File: src/rtl/disp_scan_sched.sv
// disp_scan_sched: 4-digit multiplexed display anode scanner.
// Optional inter-digit dark gap is compiled in with `define DISP_SCAN_BLANK_EN.
module disp_scan_sched #(
  parameter int DIV   = 100000,
  parameter int BLANK = 16
) (
  input  logic       clk,
  input  logic       rst_n,
  input  logic       en,
  input  logic [3:0] digit_mask,
  output logic [1:0] sel,
  output logic [3:0] an,
  output logic       frame_tick
);
  typedef enum logic [1:0] {S_IDLE, S_ON, S_BLANK} state_t;

  localparam logic [19:0] DIV_LAST = 20'(DIV - 1);
  // Out-of-range parameters keep the scanner held in reset, so no digit ever lights.
  localparam logic PARAMS_OK = (DIV >= 2) && (DIV <= 1048575) && (BLANK >= 1) && (BLANK <= 255);

  state_t      state_reg;
  logic [19:0] dwell_cnt_reg;
`ifdef DISP_SCAN_BLANK_EN
  localparam logic [7:0] BLANK_LAST = 8'(BLANK - 1);
  logic [7:0]  blank_cnt_reg;
`endif
  logic [1:0]  sel_reg;
  logic [3:0]  an_reg;
  logic        tick_reg;
  logic [1:0]  rst_sync_reg;

  logic [3:0]  rot_mask;
  logic [2:0]  step;
  logic [2:0]  step_sum;
  logic [1:0]  sel_next;
  logic [1:0]  first_sel;
  logic        wrap_next;
  logic        mask_any;

  assign sel        = sel_reg;
  assign an         = an_reg;
  assign frame_tick = tick_reg;
  assign mask_any   = |digit_mask;

  // Assert asynchronously, release only after two clean clock edges.
  always_ff @(posedge clk or negedge rst_n) begin
    if (!rst_n) rst_sync_reg <= 2'b00;
    else        rst_sync_reg <= {rst_sync_reg[0], PARAMS_OK};
  end

  // rot_mask[k] is the mask bit k+1 positions above the current digit (mod 4).
  genvar gi;
  generate
    for (gi = 0; gi < 4; gi++) begin : g_rot
      assign rot_mask[gi] = digit_mask[sel_reg + 2'(gi + 1)];
    end
  endgenerate

  always_comb begin
    step      = 3'd4;
    first_sel = 2'd0;
    for (int i = 3; i >= 0; i--) begin
      if (rot_mask[i])   step      = 3'(i + 1);
      if (digit_mask[i]) first_sel = 2'(i);
    end
    // Carry out of the 2-bit index means the new digit is at or below the old one.
    step_sum  = {1'b0, sel_reg} + step;
    sel_next  = step_sum[1:0];
    wrap_next = step_sum[2];
  end

  always_ff @(posedge clk or negedge rst_n) begin
    if (!rst_n) begin
      state_reg     <= S_IDLE;
      sel_reg       <= 2'd0;
      an_reg        <= 4'hF;
      tick_reg      <= 1'b0;
      dwell_cnt_reg <= '0;
`ifdef DISP_SCAN_BLANK_EN
      blank_cnt_reg <= '0;
`endif
    end else if (!rst_sync_reg[1]) begin
      state_reg     <= S_IDLE;
      sel_reg       <= 2'd0;
      an_reg        <= 4'hF;
      tick_reg      <= 1'b0;
      dwell_cnt_reg <= '0;
`ifdef DISP_SCAN_BLANK_EN
      blank_cnt_reg <= '0;
`endif
    end else if (!en) begin
      state_reg     <= S_IDLE;
      an_reg        <= 4'hF;
      tick_reg      <= 1'b0;
      dwell_cnt_reg <= '0;
`ifdef DISP_SCAN_BLANK_EN
      blank_cnt_reg <= '0;
`endif
    end else begin
      tick_reg <= 1'b0;
      case (state_reg)
        S_IDLE: begin
          an_reg <= 4'hF;
          if (mask_any) begin
            state_reg     <= S_ON;
            sel_reg       <= first_sel;
            an_reg        <= ~(4'b0001 << first_sel);
            dwell_cnt_reg <= '0;
          end
        end
        S_ON: begin
          if (dwell_cnt_reg == DIV_LAST) begin
            dwell_cnt_reg <= '0;
`ifdef DISP_SCAN_BLANK_EN
            state_reg     <= S_BLANK;
            an_reg        <= 4'hF;
            blank_cnt_reg <= '0;
`else
            if (mask_any) begin
              sel_reg  <= sel_next;
              an_reg   <= ~(4'b0001 << sel_next);
              tick_reg <= wrap_next;
            end else begin
              state_reg <= S_IDLE;
              an_reg    <= 4'hF;
            end
`endif
          end else begin
            dwell_cnt_reg <= dwell_cnt_reg + 20'd1;
          end
        end
`ifdef DISP_SCAN_BLANK_EN
        S_BLANK: begin
          if (blank_cnt_reg == BLANK_LAST) begin
            blank_cnt_reg <= '0;
            if (mask_any) begin
              state_reg <= S_ON;
              sel_reg   <= sel_next;
              an_reg    <= ~(4'b0001 << sel_next);
              tick_reg  <= wrap_next;
            end else begin
              state_reg <= S_IDLE;
            end
          end else begin
            blank_cnt_reg <= blank_cnt_reg + 8'd1;
          end
        end
`endif
        default: begin
          state_reg <= S_IDLE;
          an_reg    <= 4'hF;
        end
      endcase
    end
  end
endmodule

File: config.mk
export PLATFORM = sky130hd
export DESIGN_NAME = disp_scan_sched
export DESIGN_NICKNAME = d
export VERILOG_FILES = /design/src/rtl/disp_scan_sched.sv
export SDC_FILE = /design/constraint.sdc
export NUM_CORES = 1
export LEC_CHECK = 0
export ABC_CLOCK_PERIOD_IN_PS = 6500
export BUFFER_PORTS_ARGS = -buffer_cell sky130_fd_sc_hd__buf_2
export CAP_MARGIN = 20
export CORE_UTILIZATION = 45
export DETAILED_ROUTE_END_ITERATION = 7
export PLACE_DENSITY_LB_ADDON = 0.05
export SLEW_MARGIN = 25
export SYNTH_ARGS = -nofsm -noshare
export SYNTH_HDL_FRONTEND = slang
export SYNTH_SLANG_ARGS = --single-unit
File: constraint.sdc
create_clock -name clk -period 6.5 [get_ports clk]
set_clock_uncertainty 0.1 [all_clocks]
set_input_delay 1.3 -clock clk [delete_from_list [all_inputs] [get_ports clk]]
set_output_delay 1.3 -clock clk [all_outputs]
set_load 0.01 [all_outputs]
==> results.sh <==
export IMPL_outcome="finished clean"
export IMPL_power_density_mw_per_mm2=191
export IMPL_period_minus_slack_ns=3.20
export IMPL_cts_max_level=2
export IMPL_setup_worst_path_class="in -> reg"
export IMPL_r2r_start="sel[1]"
export IMPL_syn_inst=218
export IMPL_die_height_um=66.7
export IMPL_syn_area_mm2=0.00189
export IMPL_cts_resized=0
export IMPL_rr_worst_depth=11
export IMPL_register_area_um2=756
export IMPL_post_route_period_util_pct=49.3
export IMPL_synth_area_leader_cell="dfrtp_1"
export IMPL_drc=0
export IMPL_min_delay_path_depth=0
export IMPL_area_growth_pct=9.62
export IMPL_synth_top_area_share_pct=34.5
export IMPL_core_area_mm2=0.00400
export IMPL_hpwl_mm=3.09
export IMPL_min_to="rst_sync_reg[1]"
export IMPL_path_max_fanout=9
export IMPL_final_util_pct=51.7
export IMPL_n_fill_cell=382
export IMPL_ys_warn_count=0
export IMPL_ys_ff_latch=30
export IMPL_synth_most_common_cell="dfrtp_1"
export IMPL_cts_sinks=30
export IMPL_hold_viol=0
export IMPL_drive_gt1_share_pct=15.3
export IMPL_antenna_found_initial=0
export IMPL_vias=1695
export IMPL_io_pins=14
export IMPL_numCtsBuffers=5
export IMPL_synthesis_nets=228
export IMPL_power_leakage_nw=0.826
export IMPL_dominantRegCellSynth="dfrtp_1"
export IMPL_cap_viol_max_count=0
export IMPL_detail_route_antenna_nets=0
export IMPL_clock_fmax_mhz=312
export IMPL_largest_register_ffs=20
export IMPL_worstHoldStart="rst_sync_reg[0]"
export IMPL_track_usage_pct=22.6
export IMPL_grt_pass1_vias=1532
export IMPL_port_buffers=13
export IMPL_grt_pass1_wl_mm=7.51
export IMPL_avgSynthCellArea_um2=8.65
export IMPL_r2r_end="an[2]"
export IMPL_place_inst=271
export IMPL_fin_setup_tns_ns=0
export IMPL_finalPower_w=0.000395
export IMPL_final_max_slew_violation_count=0
export IMPL_cts_tree="built"
export IMPL_synthTopCellsByCount="26 x dfrtp_1, 23 x nand2_1, 22 x a21oi_1"
export IMPL_drtPass1Iterations=4
export IMPL_slew_headroom_pct=45.9
export IMPL_antenna_cells=0
export IMPL_postCtsHoldBufs=0
export IMPL_routed_wl_mm=4.38
export IMPL_root_buffer="clkbuf_8"
export IMPL_startpoint_type="input pin"
export IMPL_place_worst_setup_slack_ns=3.03
export IMPL_layoutNonFillerInstCount=279
export IMPL_worstSetupEndpointType="flip-flop"
export IMPL_multi_input_area_mm2=0.00105
export IMPL_synth_top_cells_by_area="dfrtp_1 35%, a21oi_1 5.8%, dfstp_2 5.6%, o21ai_0 4.8%, nand2_1 4.6%"
export IMPL_grt_setup_unrepaired="false"
export IMPL_ys_async_sr_fraction_pct=100
export IMPL_dieWidth_um=66.7
export IMPL_clk_path_buf_depth=2
export IMPL_setup_viol=0
export IMPL_grt_start_max_net_pins=31
export IMPL_post_cts_buffers=0
export IMPL_gr_total_overflow=0
export IMPL_gp_congestion=0.857
export IMPL_irDropWorstVdd_mv=0.124
export IMPL_wl_per_cell_um=15.7
export IMPL_synth_edf_count=0
export IMPL_synthDistinctLibCells=49
export IMPL_insertion_delay_ns=0.28
export IMPL_required_ns=6.60
export IMPL_finalWorstSetupSlack_ns=3.30
export IMPL_avgViaCountPerCell=6.08
export IMPL_seq_area_frac_synth_pct=40.1
export IMPL_cts_clk_slew_worst_paths_ns=0.06
export IMPL_r2r_slack_ns=3.85
export IMPL_cp_arrival_ns=3.31
export IMPL_start_util_pct=47.1
export IMPL_drtIter0Drc=112
export IMPL_nNetsFinal=238
export IMPL_worst_pin_slew_ns=0.806
export IMPL_hold_class="reg -> reg"
export IMPL_placementRows=23
export IMPL_dieArea_mm2=0.00445
[worst max-delay path: stages]
cell	delay, ns
buf_2	0.15
nor2b_1	0.17
a21o_1	0.18
a32o_1	0.19
a21oi_1	0.20
fa_1	0.53
nor3_1	0.20
a21oi_1	0.08
a211o_1	0.30
[power breakdown]
part | internal (W) | total (W) | switching (W)
logic | 0.0000162 | 0.0000443 | 0.0000281
clock network | 0.0000853 | 0.000155 | 0.0000699
registers | 0.000190 | 0.000195 | 0.00000503
[area by class of cell]
type	count	share of cell area, %
Clock buffer	7	4.18
Tap cell	50	3.03
Inverter	9	1.63
Multi-Input combinational cell	168	50.8
Sequential cell	30	36.6
Clock inverter	1	0.242
Timing Repair Buffer	14	3.51
[per-stage QoR]
| step | hold WS [ns] | area (um2) |
|---|---|---|
| 4_1_cts | 0.257 | 2070 |
| 5_1_grt | 0.279 | 2070 |
| 3_3_place_gp | 0.239 | 1980 |
| 6_report | 0.254 | 2070 |
| 3_5_place_dp | 0.243 | 1980 |
| 2_1_floorplan | 0.231 | 1890 |
[worst max path at each step]
stage             startpoint     to  slack, ns  depth (start not counted)
5_1_grt        digit_mask[3]  an[3]       3.10                         10
2_1_floorplan  digit_mask[1]  an[2]       3.11                         11
6_report       digit_mask[3]  an[2]       3.30                          9
3_5_place_dp   digit_mask[2]  an[2]       3.03                         11
4_1_cts        digit_mask[2]  an[2]       3.31                         11
3_3_place_gp   digit_mask[3]  an[2]       3.09                          9
[routing by layer]
metal,GRT usage [%],up-vias,routed length (um)
met5,0,-,0
met4,6.65,0,35
met3,5.82,5,139
met2,31.7,30,1890
met1,33.6,828,2310
li1,-,832,-
[cell usage in the layout (no fill, tap or decap), types with 2 or more instances in the layout]
cell type	n
nor2b_1	2
buf_2	13
or3_1	5
ha_1	2
clkbuf_8	6
nand2_1	23
o21ai_0	18
a21oi_1	22
nor3_1	5
or4_1	3
nand2b_1	3
dfrtp_1	26
nor4_1	6
mux2i_1	3
nor2_1	11
inv_1	9
a21o_1	5
a31oi_1	12
dfstp_2	4
or2_2	2
a211o_1	2
a41oi_1	4
and3_1	2
nand4_1	3
nand3_1	12
[cells by family (layout without fill, tap and decap cells)]
logic type	after synthesis	count (layout)	synth area share [%]
xor gates and xnor gates	1	1	0.465
DFF	30	30	40.1
AOI/OAI and AO/OA	73	73	25.4
adders and majority gates	3	3	2.39
other	1	1	0.199
muxes	3	3	1.59
and+or+nand+nor	87	87	25.7
buffers and inverters	20	31	4.18
(Power assumes the default switching activity.)
